===== src/rtl/ysyx_25010008_bus_pkg.sv =====
// Shared types and constants for the round-robin AXI-lite arbiter.
// DRAIN only exists when YSYX_25010008_ARB_TIMEOUT_EN is defined.
package ysyx_25010008_bus_pkg;

  typedef enum logic [2:0] {
    IDLE,
    RADDR,
    RDATA,
    WADDR,
    WRESP
`ifdef YSYX_25010008_ARB_TIMEOUT_EN
    , DRAIN
`endif
  } arb_state_e;

  localparam logic RESP_OK  = 1'b0;
  localparam logic RESP_ERR = 1'b1;

  localparam int TIMEOUT_CYC_DEF = 255;

endpackage


===== src/rtl/ysyx_25010008_rr_pick.sv =====
// Round-robin pick: first set req bit scanning from ptr+1 upward, modulo N_MST.
// Purely combinational; any flags that at least one request is present.
module ysyx_25010008_rr_pick #(
  parameter int N_MST = 2,
  parameter int IDX_W = 1
) (
  input  logic [N_MST-1:0] req,
  input  logic [IDX_W-1:0] ptr,
  output logic [IDX_W-1:0] gnt,
  output logic             any
);

  logic [IDX_W-1:0] idx;

  always_comb begin
    gnt = '0;
    any = 1'b0;
    idx = '0;
    // Walk farthest-first so the nearest requester after ptr is the last writer.
    for (int k = N_MST; k >= 1; k--) begin
      idx = IDX_W'((int'(ptr) + k) % N_MST);
      if (req[idx]) begin
        gnt = idx;
        any = 1'b1;
      end
    end
  end

endmodule


===== src/rtl/ysyx_25010008_rr_arbiter.sv =====
// Round-robin AXI-lite arbiter: N_MST masters share one slave, one transaction in flight.
// YSYX_25010008_ARB_TIMEOUT_EN adds a response timeout with error reply and slave drain.
module ysyx_25010008_rr_arbiter
  import ysyx_25010008_bus_pkg::*;
#(
  parameter int N_MST  = 2,
  parameter int ADDR_W = 32,
  parameter int DATA_W = 32
`ifdef YSYX_25010008_ARB_TIMEOUT_EN
  , parameter int TIMEOUT_CYC = TIMEOUT_CYC_DEF
`endif
) (
  input  logic                      clk,
  input  logic                      rst,
  input  logic [N_MST-1:0]          m_arvalid,
  input  logic [N_MST*ADDR_W-1:0]   m_araddr,
  output logic [N_MST-1:0]          m_arready,
  output logic [N_MST-1:0]          m_rvalid,
  input  logic [N_MST-1:0]          m_rready,
  output logic [DATA_W-1:0]         m_rdata,
  output logic                      m_rresp,
  input  logic [N_MST-1:0]          m_awvalid,
  input  logic [N_MST*ADDR_W-1:0]   m_awaddr,
  output logic [N_MST-1:0]          m_awready,
  input  logic [N_MST-1:0]          m_wvalid,
  input  logic [N_MST*DATA_W-1:0]   m_wdata,
  input  logic [N_MST*DATA_W/8-1:0] m_wstrb,
  output logic [N_MST-1:0]          m_wready,
  output logic [N_MST-1:0]          m_bvalid,
  input  logic [N_MST-1:0]          m_bready,
  output logic                      m_bresp,
  output logic                      s_arvalid,
  output logic [ADDR_W-1:0]         s_araddr,
  input  logic                      s_arready,
  input  logic                      s_rvalid,
  output logic                      s_rready,
  input  logic [DATA_W-1:0]         s_rdata,
  input  logic                      s_rresp,
  output logic                      s_awvalid,
  output logic [ADDR_W-1:0]         s_awaddr,
  input  logic                      s_awready,
  output logic                      s_wvalid,
  output logic [DATA_W-1:0]         s_wdata,
  output logic [DATA_W/8-1:0]       s_wstrb,
  input  logic                      s_wready,
  input  logic                      s_bvalid,
  output logic                      s_bready,
  input  logic                      s_bresp
);

  localparam int IDX_W  = (N_MST > 1) ? $clog2(N_MST) : 1;
  localparam int STRB_W = DATA_W / 8;

  arb_state_e       state_q;
  logic [IDX_W-1:0] gnt_q, ptr_q, pick_gnt;
  logic             pick_any;
  logic             aw_done_q, w_done_q;
  logic             aw_done_d, w_done_d;
  logic             tmo, rsp_fire;

  ysyx_25010008_rr_pick #(.N_MST(N_MST), .IDX_W(IDX_W)) u_pick (
    .req (m_arvalid | (m_awvalid & m_wvalid)),
    .ptr (ptr_q),
    .gnt (pick_gnt),
    .any (pick_any)
  );

`ifdef YSYX_25010008_ARB_TIMEOUT_EN
  localparam int CNT_W = $clog2(TIMEOUT_CYC + 1);
  logic [CNT_W-1:0] cnt_q;
  logic             slv_vld;
  assign tmo     = (state_q == RDATA || state_q == WRESP) && (cnt_q == CNT_W'(TIMEOUT_CYC));
  assign slv_vld = (state_q == RDATA) ? s_rvalid : s_bvalid;
`else
  assign tmo = 1'b0;
`endif

  assign aw_done_d = aw_done_q | (s_awvalid & s_awready);
  assign w_done_d  = w_done_q  | (s_wvalid  & s_wready);
  assign rsp_fire  = ((state_q == RDATA) && m_rvalid[gnt_q] && m_rready[gnt_q]) ||
                     ((state_q == WRESP) && m_bvalid[gnt_q] && m_bready[gnt_q]);

  always_comb begin
    m_arready = '0;
    m_rvalid  = '0;
    m_awready = '0;
    m_wready  = '0;
    m_bvalid  = '0;
    m_rdata   = s_rdata;
    m_rresp   = s_rresp;
    m_bresp   = s_bresp;
    s_arvalid = 1'b0;
    s_rready  = 1'b0;
    s_awvalid = 1'b0;
    s_wvalid  = 1'b0;
    s_bready  = 1'b0;
    s_araddr  = m_araddr[int'(gnt_q)*ADDR_W +: ADDR_W];
    s_awaddr  = m_awaddr[int'(gnt_q)*ADDR_W +: ADDR_W];
    s_wdata   = m_wdata[int'(gnt_q)*DATA_W +: DATA_W];
    s_wstrb   = m_wstrb[int'(gnt_q)*STRB_W +: STRB_W];
    unique case (state_q)
      RADDR: begin
        s_arvalid        = 1'b1;
        m_arready[gnt_q] = s_arready;
      end
      RDATA: begin
        if (tmo) begin
          m_rvalid[gnt_q] = 1'b1;
          m_rdata         = '0;
          m_rresp         = RESP_ERR;
        end else begin
          m_rvalid[gnt_q] = s_rvalid;
          s_rready        = m_rready[gnt_q];
        end
      end
      WADDR: begin
        s_awvalid        = !aw_done_q;
        s_wvalid         = !w_done_q;
        m_awready[gnt_q] = s_awready & !aw_done_q;
        m_wready[gnt_q]  = s_wready & !w_done_q;
      end
      WRESP: begin
        if (tmo) begin
          m_bvalid[gnt_q] = 1'b1;
          m_bresp         = RESP_ERR;
        end else begin
          m_bvalid[gnt_q] = s_bvalid;
          s_bready        = m_bready[gnt_q];
        end
      end
`ifdef YSYX_25010008_ARB_TIMEOUT_EN
      DRAIN: begin
        s_rready = 1'b1;
        s_bready = 1'b1;
      end
`endif
      default: ;
    endcase
  end

  always_ff @(posedge clk) begin
    if (rst) begin
      state_q   <= IDLE;
      gnt_q     <= '0;
      ptr_q     <= IDX_W'(N_MST - 1);
      aw_done_q <= 1'b0;
      w_done_q  <= 1'b0;
`ifdef YSYX_25010008_ARB_TIMEOUT_EN
      cnt_q     <= '0;
`endif
    end else begin
      unique case (state_q)
        IDLE: if (pick_any) begin
          gnt_q   <= pick_gnt;
          // Read wins when the chosen master offers both.
          state_q <= m_arvalid[pick_gnt] ? RADDR : WADDR;
        end
        RADDR: if (s_arready) state_q <= RDATA;
        WADDR: begin
          if (aw_done_d && w_done_d) begin
            state_q   <= WRESP;
            aw_done_q <= 1'b0;
            w_done_q  <= 1'b0;
          end else begin
            aw_done_q <= aw_done_d;
            w_done_q  <= w_done_d;
          end
        end
        RDATA, WRESP: if (rsp_fire) begin
          ptr_q <= gnt_q;
`ifdef YSYX_25010008_ARB_TIMEOUT_EN
          state_q <= tmo ? DRAIN : IDLE;
`else
          state_q <= IDLE;
`endif
        end
`ifdef YSYX_25010008_ARB_TIMEOUT_EN
        DRAIN: if (s_rvalid || s_bvalid || cnt_q == CNT_W'(TIMEOUT_CYC - 1)) state_q <= IDLE;
`endif
        default: state_q <= IDLE;
      endcase
`ifdef YSYX_25010008_ARB_TIMEOUT_EN
      if (state_q == RDATA || state_q == WRESP) begin
        if (rsp_fire || (slv_vld && !tmo)) cnt_q <= '0;
        else if (!tmo)                     cnt_q <= cnt_q + CNT_W'(1);
      end else if (state_q == DRAIN) begin
        cnt_q <= cnt_q + CNT_W'(1);
      end else begin
        cnt_q <= '0;
      end
`endif
    end
  end

endmodule


===== config.mk =====
export PLATFORM = sky130hd
export DESIGN_NAME = ysyx_25010008_rr_arbiter
export DESIGN_NICKNAME = d
export VERILOG_FILES = /design/src/rtl/ysyx_25010008_bus_pkg.sv /design/src/rtl/ysyx_25010008_rr_pick.sv /design/src/rtl/ysyx_25010008_rr_arbiter.sv
export SDC_FILE = /design/constraint.sdc
export NUM_CORES = 1
export LEC_CHECK = 0
export BUFFER_PORTS_ARGS = -buffer_cell sky130_fd_sc_hd__buf_2
export CORE_AREA = 2 2 156 158
export DETAILED_ROUTE_END_ITERATION = 8
export DIE_AREA = 0 0 158 160
export REMOVE_ABC_BUFFERS = 1
export SYNTH_ARGS = -nofsm -noshare
export SYNTH_HDL_FRONTEND = slang
export SYNTH_SLANG_ARGS = --single-unit

===== constraint.sdc =====
create_clock -name clk -period 4.67 [get_ports clk]
set_clock_uncertainty 0.15 [all_clocks]
set_input_delay 0.2335 -clock clk [delete_from_list [all_inputs] [get_ports clk]]
set_output_delay 0.2335 -clock clk [all_outputs]
set_load 0.03 [all_outputs]

==> reports/results.tsv, run 1 <==
metric	value	unit
r2r_start	gnt_q	
worst_slew_pin_slew	684	ps
die_x	158	microns
routed_wl	11600	microns
grt_pass1_vias	2603	
use_met3	3.69	%
grt-ovfl-total	0	
seqCellArea	144	sq um
drt-wirelength-per-cell	13.8	microns
layout-drive-gt1-share	85.2	%
hold_class	in2reg	
cellPowerDensity	219	mW/mm^2
pre_cts_ws	2480	ps
via_count	2795	
path_cells	buf_12, mux2_2, buf_2	
multi_input_area	0.00151	sq mm
final_cell_area	0.00383	sq mm
hold_ws	132	ps
grt_max_degree	61	
avgSynthCellArea	8.81	sq um
slew-limit-headroom	54.4	%
reg2reg_slack	2620	ps
finalWorstSetupSlack	2260	ps
yosys.area.top_type	mux2_2	
hold_violations	0	
setup_viol	0	
cts_root_buf	clkbuf_16	
postPlaceCellArea	0.00375	sq mm
period_needed	2410	ps
ys.warnings.count	0	
clk_transition_reported_paths	40	ps
fin_setup_tns	0	ps
num_rows	57	
slew_violations	0	
numCtsBuffers	3	
synth_most_common_cell	mux2_2	
ant_nets	0	
drt_first_pass_iters	6	
post_cts_resized	0	
arrival	2020	ps
htree_levels	1	
ys.flop_type	dfxtp_1	
critPathMaxStageDelay	740	ps
status	complete, no violations	
diodes	0	
synthCells	227	
start_util	8.40	%
grt.busiest_layer	met2	
track_usage	7.94	%
synth-seq-cells	7	
synthesis.area	0.00200	sq mm
ir_worst_vdd	92.8	uV
clock_path_buffers	2	
synth_top_area_share	56.3	%
hold_depth	2	
p_leak	1.94	nW
post_cts_buffers	0	
yosys-top-cells-count	100 x mux2_2, 35 x buf_4, 20 x nor2_1	
hold_buffers	0	
io_pins	400	
antenna_found_initial	2	
required	4290	ps
holdPathEnd	state_q[0]	
hp-start	rst	
cap_violations	0	
tritoncts	done	
reg2reg_depth	4	
period_share	51.6	%
synth_edf_count	0	
syn_to_final_growth	91.6	%
crit_path_start_kind	flop	
slowest_stage	dfxtp_4	
grt_first_pass_wirelength	14900	microns
cp_max_fo	60	
place.gp.congestion	0.729	
design.core.area	0.0238	sq mm
fin_nets	766	
worstSetupPathType	reg2out	
fillCellCount	2731	
worstSkewPairLatency	230	ps
dp_cells	834	
hpwl	10100	microns
use_met2	13.1	%
fin_cells	838	
routed_via_density	3.34	
synthDistinctLibCells	26	
dr.first_iter.drc_count	93	
die-area	0.0253	sq mm
max_clock_freq	415	MHz
async_flop_share	0	%
ys_top_cells_by_area	mux2_2 56%, buf_4 13%, dfxtp_1 7.0%	
r2r_end	state_q[1]	
synth-seq-area-share	7.00	%
die_h	160	microns
placement.io_buffers	331	
crit_path_end_kind	output port	
grt.met1_usage	9.76	%
drcViolationCount	0	
grt_setup_unrepaired	no	
clock_sinks	7	
[kinds of logic (layout without fill, tap and decap cells)]
logic type | Yosys count | count (layout) | synth area share [%]
mux | 103 | 103 | 57.8
buf+inv | 53 | 340 | 17.3
simple gates | 48 | 48 | 12.1
compound gates | 16 | 16 | 5.75
flops | 7 | 7 | 7.00
[metal layers]
layer  routed length (microns)  vias up  share of wire, %
met5                        27        -              0.23
met4                        22        4              0.19
met3                      1470        8                13
met2                      5220      213                45
met1                      4850     1217                42
li1                          -     1353                 -
[state kept, by name, summed over array words and instances (netlist names)]
| signal | cells |
|---|---|
| aw_done_q | 1 |
| w_done_q | 1 |
| state_q | 3 |
| ptr_q | 1 |
| gnt_q | 1 |
[power by group]
part | leakage, nW | switching [mW] | internal [mW] | total [mW]
sequential | 0.0579 | 0.0306 | 0.0677 | 0.0983
combinational | 1.84 | 0.345 | 0.250 | 0.595
clock | 0.0382 | 0.0342 | 0.114 | 0.148
total | 1.94 | 0.410 | 0.431 | 0.841
[worst max-delay path by stage]
| stage | from | endpoint | slack (ps) | depth (start not counted) |
|---|---|---|---|---|
| after floorplan | gnt_q | s_rready | 520 | 2 |
| after global placement | gnt_q | s_araddr[6] | 2520 | 3 |
| after detailed placement | gnt_q | s_araddr[6] | 2480 | 3 |
| after CTS | gnt_q | s_araddr[6] | 2260 | 3 |
| after global routing | gnt_q | s_araddr[6] | 2170 | 3 |
| final | gnt_q | s_araddr[6] | 2260 | 3 |
[cell type report]
type,instances,share of cell area (%)
clock buffer,4,2.06
inverter,4,0.392
multi-input combinational,167,39.5
sequential,7,3.75
tap,324,10.6
timing repair buffer,332,43.7
[layout by cell type, fill, tap and decap left out, drive strengths merged, types with 2 or more instances in the layout]
| cell type | netlist | routed |
|---|---|---|
| nand2 | 7 | 7 |
| a21oi | 9 | 9 |
| dfxtp | 7 | 7 |
| nand3 | 2 | 2 |
| mux2 | 100 | 100 |
| mux2i | 3 | 3 |
| buf | 49 | 332 |
| nand2b | 4 | 4 |
| nor3 | 8 | 8 |
| clkbuf | 0 | 4 |
| nor2 | 20 | 20 |
| inv | 4 | 4 |
| nand4bb | 2 | 2 |
[critical path, delay by kind of cell, from the launching register on]
kind	cells	cell delay, ps
multiplexers	1	390
buffers and inverters	2	530
flip-flops	1	740
[stage by stage]
stage | total power, mW | utilization (%)
floorplan | 0.492 | -
global placement | 0.696 | 15.8
detailed placement | 0.701 | 15.8
CTS | 0.851 | 16.1
global route | 0.890 | 16.1
finish | 0.841 | 16.1
Note: power is estimated with default switching activity, not from simulation.
==> run 2, diff against run 1 <==
- ABC_AREA: not set -> 1
- CORE_AREA: 2 2 156 158 -> 2 2 155 157
- DIE_AREA: 0 0 158 160 -> 0 0 157 159
- clock period: 4.67 -> 2.49 ns (I/O delays scaled with it)
==> run 2 against run 1 <==
  * Setup slack worse by 1700 ps
  * Register-to-register slack worse by 1700 ps
  * Worst hold slack worse by 66 ps
  * Count of clock-buffer cells in the layout unchanged
  * Sequential share of layout area fell by 0.052 points
  * Non-clock buffer count up 3
  * Combinational power increased to 3.4 times the previous value
  * Critical endpoint is now s_araddr[8]
  * Clock power increased by 93%
  * Largest power group unchanged
  * First-iteration DRC count grew 140%
  * Cell area up 1.4%
  * Largest cell class unchanged
  * Routed wire length grew 14%
==> reports/results.tsv, run 2 <==
metric	value	unit	change
drcViolationCount	0		unchanged
mostFrequentLayoutCell	buf_2		
hold_class	in2reg		
largest_reg_flops	3		unchanged
critPathMaxStageDelay	500	ps	-240 ps
status	complete, no violations		
largest-register	state_q		
via_count	3653		+31%
postPlaceCellArea	0.00380	sq mm	+1.1%
ant_nets	0		unchanged
yosys.area.top_type	nand2_1		
drt_first_pass_iters	4		-2
arrival	1650	ps	-370 ps
cap_violations	0		unchanged
avgSynthCellArea	4.47	sq um	-49%
synth-seq-cells	7		unchanged
clk_transition_reported_paths	40	ps	about the same
numCtsBuffers	3		unchanged
worst_slew_pin_slew	602	ps	-82.2 ps
final_cell_area	0.00389	sq mm	+1.4%
ys.flop_type	dfxtp_1		
drt-wirelength-per-cell	12.5	microns	-9.5%
ys_top_cells_by_area	nand2_1 60%, buf_4 12%, dfxtp_1 6.8%		
ys.warnings.count	0		unchanged
syn_to_final_growth	89.7	%	
grt_first_pass_wirelength	18000	microns	+21%
ir_worst_vdd	370	uV	+300%
wl_met3	2000	microns	+36%
antenna_found_initial	1		-1
synth-seq-area-share	6.84	%	-0.17 points
setup_viol	0		unchanged
worstSkewPairLatency	240	ps	about the same
design.core.area	0.0232	sq mm	-2.6%
crit_path_start_kind	flop		
grt_setup_unrepaired	no		
grt_max_degree	98		+61%
placement.io_buffers	331		unchanged
holdPathEnd	aw_done_q		
synthCells	458		+100%
clock_path_buffers	2		unchanged
slowest_stage	buf_4		
fin_setup_tns	0	ps	unchanged
synth_top_area_share	60.4	%	+4.2 points
io_pins	400		unchanged
met2_length	5650	microns	+8.1%
slew_violations	0		unchanged
fin_cells	1060		+26%
routed_wl	13300	microns	+14%
place.gp.congestion	0.767		+5.2%
crit_path_end_kind	output port		
layout-drive-gt1-share	47.8	%	-37 points
reg2reg_depth	9		+5
die_x	157	microns	-0.63%
slew-limit-headroom	59.9	%	+5.5 points
fin_util	16.8	%	+0.67 points
synthesis.area	0.00205	sq mm	+2.4%
yosys-top-cells-count	330 x nand2_1, 34 x buf_4, 14 x inv_1, 14 x nor2_1, 10 x clkbuf_1		
max_clock_freq	519	MHz	
start_util	8.84	%	+0.44 points
cellPowerDensity	641	mW/mm^2	+190%
path_cells	buf_4, nand2_1, nand2_1, buf_2		
required	2220	ps	-2070 ps
track_usage	9.54	%	+1.6 points
die-area	0.0250	sq mm	-1.3%
r2r_end	state_q[1]		
tritoncts	done		
p_leak	2.56	nW	+32%
dr.first_iter.drc_count	222		+140%
period_needed	1930	ps	
cp_common_cell	nand2_1		
num_rows	56		-1.8%
die_h	159	microns	-0.63%
fin_nets	992		+30%
hold_depth	4		+2
cts_root_buf	clkbuf_16		
r2r_start	gnt_q		
htree_levels	1		unchanged
crit_path_start	gnt_q		
synth_edf_count	0		unchanged
hold_ws	66.3	ps	-66.0 ps
routed_via_density	3.45		+3.3%
hold_violations	0		unchanged
grt-ovfl-total	0		unchanged
grt_pass1_vias	3252		+25%
hp-start	s_wready		
cp_max_fo	59		-1.7%
dp_cells	1054		+26%
async_flop_share	0	%	unchanged
reg2reg_slack	930	ps	-1690 ps
hpwl	11200	microns	+12%
synth_most_common_cell	nand2_1		
wl_met1	5380	microns	+11%
synthDistinctLibCells	21		-19%
clock_sinks	7		unchanged
layout_common_cells	331 x buf_2, 330 x nand2_1, 14 x inv_1, 14 x nor2_1, 7 x a21oi_1		
period_share	77.4	%	
top_layer_used	met5		
post_cts_buffers	0		unchanged
worstSetupPathType	reg2out		
-- run 2: changes by cell type in the layout (fill, tap and decap cells not counted), sizes merged, moves of 4 or more --
cell    delta
nor3       -5
nand2b     -4
inv       +12
nand3      +4
nand2    +326
mux2     -100
-- run 2: power breakdown --
part           leakage, nW  internal [mW]  total, mW  switching, mW
combinational         2.47          0.593       2.02           1.43
clock               0.0382          0.214      0.285         0.0710
sequential          0.0581          0.143      0.187         0.0435
total                 2.56          0.950       2.49           1.54
-- run 2: cell families after synthesis --
group,after synthesis,synth area share [%]
compound gates,11,2.81
simple gates,366,70.2
flops,7,6.84
buf+inv,74,20.1
-- run 2: per-stage QoR --
step	total power, mW	setup WS [ps]
6_report	2.49	564
5_1_grt	2.69	446
4_1_cts	2.51	559
3_5_place_dp	2.21	810
3_3_place_gp	2.20	818
2_1_floorplan	1.56	-1920
-- run 2: final cells by class --
class	instances	area (sq um)
inverters	17	65.1
flip-flops and latches	7	144
repair buffers	335	1700
fillers	2709	19300
clock buffers	4	78.8
well taps	319	399
multi-input cells	377	1500
diodes	1	2.50
-- run 2: critical path: cells and delay by family (launching register included) --
kind,cells,cell delay (ps)
flops,1,430
buf+inv,2,710
simple gates,2,220
-- run 2: worst max-delay path by stage --
stage                   end
4_1_cts         s_araddr[8]
5_1_grt         s_wdata[28]
6_report        s_araddr[8]
3_5_place_dp    s_araddr[8]
3_3_place_gp    s_araddr[8]
2_1_floorplan  m_arready[1]
-- run 2: what timing repair did --
action | CTS | global route
gates resized for setup | 0 | 0
hold buffers | 1 | 0
endpoints found under the hold margin | 2 | 0
-- run 2: routing by layer --
| layer | vias to the layer above | global-route usage, % |
|---|---|---|
| li1 | 1891 | - |
| met1 | 1521 | 10.5 |
| met2 | 227 | 15.4 |
| met3 | 12 | 5.88 |
| met4 | 2 | 1.63 |
| met5 | - | 3.97 |
==> run 3, diff against run 2 <==
- CORE_AREA: 2 2 155 157 -> 2 2 156 158
- DIE_AREA: 0 0 157 159 -> 0 0 158 160
- clock period: 2.49 -> 1.6 ns (I/O delays scaled with it)
==> run 3 against run 2 <==
  * The flow now finishes with violations (setup timing)
  * Register-to-register slack worse by 820 ps
  * First-iteration DRC count down 0.45%
  * Count of clock-buffer cells in the layout unchanged
  * Clock power up 51%
  * Die area up 1.3%
  * Global-route usage down 1.1 points
  * Critical path depth up 3
  * Utilization up 1.3 points
  * Combinational power up 79%
  * Worst hold slack worse by 56 ps
  * Sequential share of layout area down 0.15 points
  * Largest cell class unchanged
==> reports/results.tsv, run 3 (same netlist as run 2, synthesis figures left out) <==
metric	value	unit	change
worstSetupPathType	reg2out		
p_sw	2.61	mW	+69%
design.core.area	0.0238	sq mm	+2.7%
cp_max_fo	5		-92%
antenna_found_initial	1		unchanged
die-area	0.0253	sq mm	+1.3%
required	1370	ps	-850 ps
ir_worst_vdd	622	uV	+68%
clock_sinks	7		unchanged
hold_class	in2out		
ant_nets	0		unchanged
largest-register	state_q		
hold_ws	10.1	ps	-56.2 ps
grt_max_degree	66		-33%
worst_slew_pin_slew	210	ps	-391 ps
start_util	8.60	%	-0.23 points
cellPowerDensity	1020	mW/mm^2	+59%
place.gp.congestion	0.757		-1.3%
routed_via_density	3.54		+2.7%
numCtsBuffers	3		unchanged
cp_common_cell	nor2_4		
layout_common_cells	326 x nand2_1, 313 x buf_2, 13 x inv_1		
slowest_stage	dfxtp_2		
grt-ovfl-total	0		unchanged
via_count	3810		+4.3%
track_usage	8.46	%	-1.1 points
critPathMaxStageDelay	380	ps	-120 ps
status	finished, violations left		
mostFrequentLayoutCell	nand2_1		
hpwl	10500	microns	-6.5%
clockPowerShare	9.8	%	-1.6 points
cts_root_buf	clkbuf_16		
fin_util	18.0	%	+1.3 points
p_leak	2.71	nW	+5.9%
finalWorstSetupSlack	-4.31	ps	-568 ps
power_frac_comb	82.5	%	+1.4 points
clk_transition_reported_paths	30	ps	about the same
period_needed	1600	ps	
hold_depth	0		-4
die_x	158	microns	+0.64%
htree_levels	1		unchanged
arrival	1370	ps	-280 ps
drcViolationCount	0		unchanged
routed_wl	13800	microns	+4.0%
cap_violations	0		unchanged
slew-limit-headroom	85.9	%	+26 points
crit_path_start_kind	flop		
max_clock_freq	623	MHz	
num_rows	57		+1.8%
swShare	59.6	%	-2.3 points
reg2reg_depth	10		+1
slew_violations	0		unchanged
period_share	100	%	
setup_viol	1		+1
path_cells	nand2_4, nor2_4, inv_4, nor2_4, nand2_4, nor2_4, buf_6		
fin_setup_tns	-4.31	ps	-4.31 ps
largest_reg_flops	3		unchanged
layout-drive-gt1-share	50.8	%	+3.0 points
pre_cts_ws	93.1	ps	-717 ps
sequentialPowerShare	7.7	%	+0.2 points
drt-wirelength-per-cell	12.8	microns	+2.3%
io_pins	400		unchanged
worstSkewPairLatency	230	ps	about the same
dr.first_iter.drc_count	221		-0.45%
hold_violations	0		unchanged
fin_nets	1004		+1.2%
p_int	1.77	mW	+86%
grt_pass1_vias	3162		-2.8%
drt_first_pass_iters	4		unchanged
placement.io_buffers	331		unchanged
total_power	4.38	mW	+76%
violations	setup timing		
crit_path_end_kind	output port		
grt_first_pass_wirelength	16400	microns	-9.0%
grt_setup_unrepaired	yes		
tritoncts	done		
clock_path_buffers	2		unchanged
syn_to_final_growth	109	%	
die_h	160	microns	+0.63%
==> run 3: cell count changes in the layout (fill, tap and decap cells not counted), sizes merged <==
cell    delta
clkbuf    +12
clkinv     -1
inv        +1
==> run 3: cell type report <==
class / count / area, sq um
tap: 324 / 405
fill: 2753 / 19500
timing repair buffer: 347 / 1990
sequential: 7 / 153
antenna: 1 / 2.50
inverter: 17 / 73.8
clock buffer: 4 / 78.8
multi-input combinational: 377 / 1590
==> run 3: power by group through the flow <==
stage,clock [mW],sequential (mW),combinational (mW)
after floorplan,0,0.359,2.07
after global placement,0,0.278,3.22
after detailed placement,0,0.280,3.23
after CTS,0.435,0.289,3.29
after global routing,0.437,0.343,3.92
final,0.430,0.338,3.61
==> run 3: path summary, 6_finish.rpt <==
check,from,endpoint,slack (ps)
setup / recovery,state_q[1],m_awready[0],-4
setup reg to reg,gnt_q,state_q[1],110
hold / removal,s_rdata[7],m_rdata[7],10
hold reg to reg,ptr_q,ptr_q,360
==> run 3: timing repair <==
action,in CTS,in global routing
hold endpoints to repair,2,0
pin swaps,1,6
endpoints found under the setup margin,8,76
hold buffers,1,0
gates cloned,0,5
resized for setup,11,52
setup buffers,1,3
==> run 3: stage by stage <==
| stage | area (sq um) | std cells |
|---|---|---|
| floorplan | 1700 | 401 |
| global placement | 3860 | 1062 |
| detailed placement | 3860 | 1062 |
| CTS | 3990 | 1068 |
| global route | 4290 | 1077 |
| finish | 4290 | 1077 |
==> run 3: routing by layer <==
metal | GRT usage, % | share of wire (%) | vias up
met5 | 3.37 | 0.67 | -
met4 | 1.31 | 0.86 | 2
met3 | 3.88 | 13 | 17
met2 | 13.9 | 44 | 255
met1 | 10.0 | 41 | 1615
li1 | - | - | 1921
==> run 3: worst max-delay path, delay by kind of cell (launching register included) <==
family | cells | cell delay (ps)
buf+inv | 2 | 200
flops | 1 | 380
simple gates | 5 | 570
